## src/rtl/load_writeback_unit.sv

```systemverilog
// Multi-cycle load unit feeding the register bank write port.
// Ports: ld_* request in, mem_* read port, wb_* writeback out, busy, ld_err.
// Optional macro LDR_TIMEOUT_EN: abort a read after TIMEOUT cycles without ack.
module load_writeback_unit #(
  parameter int ADDR_W  = 32,
  parameter int DATA_W  = 32,
  parameter int TIMEOUT = 16
) (
  input  logic              clk,
  input  logic              rst,
  input  logic              ld_valid,
  output logic              ld_ready,
  input  logic [3:0]        ld_dest,
  input  logic [ADDR_W-1:0] ld_base,
  input  logic [11:0]       ld_offset,
  input  logic [1:0]        ld_size,
  input  logic              ld_signed,
  output logic              mem_req,
  output logic [ADDR_W-1:0] mem_addr,
  input  logic              mem_ack,
  input  logic [DATA_W-1:0] mem_rdata,
  output logic              wb_en,
  output logic [3:0]        wb_dest,
  output logic [DATA_W-1:0] wb_data,
  output logic              busy,
  output logic              ld_err
);

  typedef enum logic [1:0] {
    IDLE = 2'd0,
    REQ  = 2'd1,
    WB   = 2'd2
  } state_t;

  state_t state, state_nxt;

  logic [ADDR_W-1:0] ea;
  logic [ADDR_W-1:0] ea_nxt;
  logic [3:0]        dest_q;
  logic [1:0]        size_q;
  logic              sgn_q;
  logic [DATA_W-1:0] lane;
  logic [15:0]       half;
  logic [7:0]        byte_v;
  logic              accept;
  logic              timeout;

  assign accept   = ld_valid && (state == IDLE);
  assign ea_nxt   = ld_base + {{(ADDR_W-12){ld_offset[11]}}, ld_offset};
  assign mem_addr = {ea[ADDR_W-1:2], 2'b00};

  // Lane extraction; the low address bits below the access size are ignored.
  always_comb begin
    half   = ea[1] ? mem_rdata[31:16] : mem_rdata[15:0];
    byte_v = 8'h00;
    unique case (ea[1:0])
      2'd0: byte_v = mem_rdata[7:0];
      2'd1: byte_v = mem_rdata[15:8];
      2'd2: byte_v = mem_rdata[23:16];
      2'd3: byte_v = mem_rdata[31:24];
    endcase
    lane = mem_rdata;
    unique case (size_q)
      2'b01:   lane = {{16{sgn_q & half[15]}}, half};
      2'b10:   lane = {{24{sgn_q & byte_v[7]}}, byte_v};
      default: lane = mem_rdata;
    endcase
  end

`ifdef LDR_TIMEOUT_EN
  localparam int CNT_W = $clog2(TIMEOUT + 1);

  logic [CNT_W-1:0] cnt;
  logic             err_q;

  // Ack on the terminal-count cycle takes priority over the abort.
  assign timeout = (state == REQ) && !mem_ack
                && (cnt == CNT_W'(TIMEOUT - 1));
  assign ld_err  = err_q;

  always_ff @(posedge clk or posedge rst) begin
    if (rst) begin
      cnt   <= '0;
      err_q <= 1'b0;
    end else begin
      err_q <= timeout;
      if (accept)
        cnt <= '0;
      else if (state == REQ && !mem_ack)
        cnt <= cnt + 1'b1;
    end
  end
`else
  localparam int unused_timeout = TIMEOUT;

  assign timeout = 1'b0;
  assign ld_err  = 1'b0;
`endif

  always_comb begin
    state_nxt = state;
    ld_ready  = 1'b0;
    mem_req   = 1'b0;
    wb_en     = 1'b0;
    busy      = 1'b1;
    unique case (state)
      IDLE: begin
        ld_ready = 1'b1;
        busy     = 1'b0;
        if (ld_valid)
          state_nxt = REQ;
      end
      REQ: begin
        mem_req = 1'b1;
        if (mem_ack)
          state_nxt = WB;
        else if (timeout)
          state_nxt = IDLE;
      end
      WB: begin
        wb_en     = 1'b1;
        state_nxt = IDLE;
      end
      default: state_nxt = IDLE;
    endcase
  end

  always_ff @(posedge clk or posedge rst) begin
    if (rst) begin
      state   <= IDLE;
      ea      <= '0;
      dest_q  <= '0;
      size_q  <= '0;
      sgn_q   <= 1'b0;
      wb_dest <= '0;
      wb_data <= '0;
    end else begin
      state <= state_nxt;
      if (accept) begin
        ea     <= ea_nxt;
        dest_q <= ld_dest;
        size_q <= ld_size;
        sgn_q  <= ld_signed;
      end
      if (state == REQ && mem_ack) begin
        wb_dest <= dest_q;
        wb_data <= lane;
      end
    end
  end

endmodule

```

## config.mk

```make
export PLATFORM = sky130hd
export DESIGN_NAME = load_writeback_unit
export DESIGN_NICKNAME = d
export VERILOG_FILES = /design/src/rtl/load_writeback_unit.sv
export SDC_FILE = /design/constraint.sdc
export NUM_CORES = 1
export LEC_CHECK = 0
export CORE_ASPECT_RATIO = 1.75
export CORE_MARGIN = 8
export CORE_UTILIZATION = 48
export DETAILED_ROUTE_END_ITERATION = 8
export PLACE_DENSITY_LB_ADDON = 0.3
export SETUP_SLACK_MARGIN = 0.02
export SLEW_MARGIN = 20
export SYNTH_ARGS = -nofsm -noshare
export SYNTH_HDL_FRONTEND = slang
export SYNTH_SLANG_ARGS = --single-unit
export TNS_END_PERCENT = 1
```

## constraint.sdc

```tcl
create_clock -name clk -period 2.95 [get_ports clk]
set_input_delay 0.295 -clock clk [delete_from_list [all_inputs] [get_ports clk]]
set_output_delay 0.295 -clock clk [all_outputs]
set_load 0.02 [all_outputs]
```

After elaboration in Yosys (flattened, before gate mapping). Index checks and enable logic that the tools add are counted.

Bitwise operators: 2. Eq/ne operators: 9. Add/sub/neg operators: 1. Reductions and logical operators: 5. Muxes and demuxes: 10.

Operator list (number): one-hot mux 32 bit (2 select lines) (1); adder 32 bit (1); one-hot mux 8 bit (4 select lines) (1); two-way mux 16 bit (1); equality test 2 bit, second input constant (4); equality test 2 x 1 -> 1 bit, second input constant (3); zero test 2 bit (2); two-way mux 1 bit (4); two-way mux 2 bit (2); inequality test 2 bit, second input constant (2); one-hot mux 2 bit (2 select lines) (1); bitwise AND 1 bit (2); logical AND 1 bit (2); AND reduction 2 bit (1).

Bits in registers: 77. Input port bits: 87.

Longest topological paths before layout. Gate-level depths: netlist of the first run.

Depth in word-level cells: 4. Gate-level depth with buffers: 9.

Worst setup path after synthesis of the first run. No wires, ideal clock.

Path kind: input-to-reg. Start point: input port ld_base[0]. End point: register ea[30]. Stages on the path: 9. Arrival: 2.268 ns. Setup time: 0.136 ns. Setup slack: 0.546 ns. Path through: ha_1 -> fa_1 -> a21o_1 -> a221oi_2 -> o21ai_2 -> a21oi_1 -> o31ai_2 -> a211oi_1 -> o41ai_1.

Cells in the longest elaborated chain, start to end: 1.

RTL lines: start, declared (RTL line 14) `input logic [ADDR_W-1:0] ld_base,`; adder 32 bit (RTL line 49) `assign ea_nxt = ld_base + {{(ADDR_W-12){ld_offset[11]}}, ld_offset};`; end signal, assigned (RTL line 140) `ea <= ea_nxt;`; end, declared (RTL line 37) `logic [ADDR_W-1:0] ea;`.

No other way between the ends. A chain may end at the register's enable or synchronous reset.

Worst setup path after layout of the first run. Same ends and word-level chain as after synthesis.

==> results of run 1 <==
where the power goes:
group	internal [mW]	leakage (nW)	total (mW)	switching [mW]
logic	1.53	2.12	3.52	2.00
registers	1.55	0.941	1.86	0.308
clock network	0.576	0.122	1.03	0.457
total	3.65	3.19	6.41	2.76
flip-flops by register name, summed over array words and instances, names as in the netlist:
register  cells
wb_data      32
sgn_q         1
state         2
wb_dest       4
size_q        2
dest_q        4
ea           32
logic make-up (layout without fill, tap and decap cells):
| family | count (synthesis) | after routing |
|---|---|---|
| flops | 77 | 77 |
| other cells | 1 | 3 |
| mux | 8 | 8 |
| compound gates | 204 | 204 |
| buf+inv | 92 | 222 |
| fa+ha+maj | 34 | 34 |
| simple gates | 245 | 245 |
| xor+xnor | 19 | 19 |
per-layer routing:
| metal | part of all wire (%) | routed length, um |
|---|---|---|
| met2 | 55 | 9550 |
| met5 | 0 | 0 |
| met4 | 4.4 | 772 |
| met3 | 6.2 | 1075 |
| met1 | 34 | 5961 |
worst reg2reg max path: stages (launching register included):
cell,delay (ps)
dfrtp_1,350
inv_1,60
ha_1,680
nor2b_1,280
nand2_1,130
o21ai_0,80
a221oi_1,420
o21ai_0,130
through the flow:
stage	hold WS [ps]	setup TNS, ps	std cells	setup slack, ps	utilization, %
6_report	378.4	0	944	295.2	65.55
5_1_grt	433.1	0	944	153.4	65.55
3_3_place_gp	453.2	0	928	55.91	63.06
3_5_place_dp	466.2	-15.75	928	-12.62	63.06
4_1_cts	402.2	0	944	327.5	65.55
2_1_floorplan	400.4	0	682	546.5	-
synth_stat cells (2+ instances only):
| cell type | instances | area [um^2] |
|---|---|---|
| buf_1 | 4 | 15.01 |
| a21oi_1 | 54 | 270.3 |
| o21ai_0 | 79 | 395.4 |
| nor2_1 | 43 | 161.4 |
| o211ai_1 | 3 | 22.52 |
| o41ai_1 | 2 | 17.52 |
| a221oi_2 | 2 | 30.03 |
| inv_1 | 23 | 86.33 |
| ha_1 | 33 | 412.9 |
| nor2b_1 | 8 | 50.05 |
| nand2b_1 | 5 | 31.28 |
| nand3_1 | 24 | 120.1 |
| nor3_1 | 8 | 40.04 |
| and3_1 | 5 | 31.28 |
| or3_1 | 4 | 25.02 |
| xnor2_1 | 10 | 87.58 |
| a31o_2 | 3 | 26.28 |
| mux2i_1 | 8 | 80.08 |
| and2_1 | 5 | 31.28 |
| clkbuf_1 | 28 | 105.1 |
| xor2_1 | 9 | 78.83 |
| buf_4 | 33 | 247.7 |
| o2111ai_1 | 4 | 35.03 |
| dfrtp_1 | 77 | 1927 |
| or4_1 | 2 | 15.01 |
| a31oi_1 | 5 | 31.28 |
| o31ai_1 | 2 | 15.01 |
| a21o_1 | 12 | 90.09 |
| a211oi_1 | 6 | 45.04 |
| nand4_1 | 6 | 37.54 |
| nand2_1 | 128 | 480.5 |
| buf_2 | 3 | 15.01 |
| o21ai_2 | 3 | 26.28 |
| a221oi_1 | 8 | 70.07 |
| o21bai_1 | 6 | 45.04 |
final cells by class:
type	instances	area, um^2
Clock buffer	10	229.0
Clock inverter	6	47.55
Fill cell	993	3825
Inverter	23	87.58
Multi-Input combinational cell	513	3033
Sequential cell	77	1927
Tap cell	132	165.2
Timing Repair Buffer	183	1789
worst paths after layout:
check	endpoint	cells past startpoint	slack, ps	from
worst min register to register	ea[3]	2	480	ea[3]
min in group clk	ea[3]	2	480	ea[3]
worst max-delay path	ea[30]	11	300	ld_base[0]
worst max register to register	wb_data[7]	7	690	size_q[0]
worst min-delay path	ea[2]	2	380	rst
max in group asynchronous	wb_data[3]	3	1920	rst
==> flow_metrics.tcl, run 1 <==
set metrics [dict create \
    timing.setup.critical_path_class "in2reg" \
    worstSkewPairLatency_ps 330 \
    synth-seq-area-share_pct 35.52 \
    global_route.usage.met2_pct 42.81 \
    detail_route.drc_violations 0 \
    place_congestion 0.9949 \
    critPathTopFamily "compound AO/OA/AOI/OAI gates" \
    diodes 0 \
    ctsRootBufferMaster "clkbuf_16" \
    port_buffers 156 \
    syn_area_mm2 0.005424 \
    grt_first_pass_wirelength_um 27210 \
    core_area_mm2 0.01110 \
    static-leakage-power_nw 3.186 \
    synth.yosys.warnings 0 \
    post-route-period-util_pct 89.99 \
    min_delay_path_class "in2async" \
    critical_path_buf_inv_count 2 \
    simple_gate_fraction_of_synth_area_pct 19.91 \
    ir_drop_uv 611.9 \
    max_slew.worst_pin.slew_ps 742.9 \
    timing.slew.headroom_pct 50.42 \
    placedInstanceArea_mm2 0.007002 \
    antenna_found_initial 0 \
    slowest_stage_delay_on_critical_path_ps 410 \
    postRouteWirelength_um 17360 \
    cts_buffer_depth 2 \
    floorplan.initialDensity_pct 48.85 \
    setup_violations 0 \
    synth_fa_ha_area_share_pct 7.982 \
    crit_fanout 4 \
    count_of_flip_flops_with_a_built_in_enable_after_synthesis 0 \
    vertical_extent_of_the_die_um 156.6 \
    drtAntennaViolNets 0 \
    status "completed" \
    cts.sinks 77 \
    globalRoute.busiestLayer "met2" \
    area_growth_pct 34.19 \
    nets_final 928 \
    setup.worst_path.start_class "primary input" \
    mostFrequentLayoutCells "clkdlybuf4s50_1 (156), nand2_1 (127), o21ai_0 (79)" \
    ys_dominant_reg_cell "dfrtp_1" \
    power_density_mw_per_mm2 881.2 \
    synth_area_per_cell_um2 7.976 \
    detail_route.wl_per_cell_um 18.39 \
    placement_rows 51 \
    cp_cell_sequence "clkdlybuf4s50_1, ha_1, fa_1, a21o_1, a221oi_2, o21ai_2, a21oi_1, buf_4, o31ai_2, a211oi_1, o41ai_1" \
    cts.htree.levels 3 \
    final.setup_skew_ps 6.440 \
    muxShareOfSynthArea_pct 1.476 \
    grt.total_usage_pct 23.03 \
    power.total_mw 6.413 \
    die_w_um 96.36 \
    detailed_routing_iterations_pass_1 4 \
    cts_repair_resize_count 0 \
    fmaxAchievable_mhz 376.7 \
    report.final.hold_viol_count 0 \
    fraction_of_final_layout_cells_with_drive_strength_greater_than_1_pct 7.143 \
    worst-endpoint-required_ps 3140 \
    via_cell_ratio 5.747 \
    worstPathArrival_ps 2850 \
    final_area_mm2 0.007278 \
    worst_setup_path_end_kind "flip-flop" \
    met3_usage_pct 3.933 \
    route.vias.total 5425 \
    number_of_max_cap_violations 0 \
    synth-async-reset-ratio_pct 100.0 \
    synthesis.instances 680 \
    tritoncts.num_buffers 9 \
    dp.final_hpwl_um 13820 \
    synth_compound_gate_area_share_pct 23.23 \
    synth_cell_types 60 \
    grt_remaining_overflow 0 \
    vias_in_the_first_global_route 5650 \
    clk_transition_reported_paths_ps 70 \
    largest_family_of_logic_cells_by_synthesized_area "compound AO/OA/AOI/OAI gates" \
    die-area_mm2 0.01509 \
    grt_start_max_net_pins 42 \
    clock_period_minus_worst_slack_ps 2655 \
    ys_seq_elements 77 \
    1st_iter_drt_viols 306 \
    cts_setup_buffers 0 \
    tritoncts_clock_tree "done" \
    unrepaired_setup_endpoints_after_global_routing "false" \
    final-max-slew-violation-count 0 \
    grt_util_met1_pct 22.63 \
    crit_slowest_cell "clkdlybuf4s50_1" \
    cts-hold-fix-buffers 0 \
    io_pins 160 \
    yosys.area_share.xor_xnor_pct 3.068 \
    mostFrequentLayoutCell "clkdlybuf4s50_1" \
]
(Power assumes the default switching activity.)
==> run 2, diff against run 1 <==
- CAP_MARGIN: unset -> 20
==> results of run 2 <==
Final layout, timing and power as in run 1 (identical DEF).
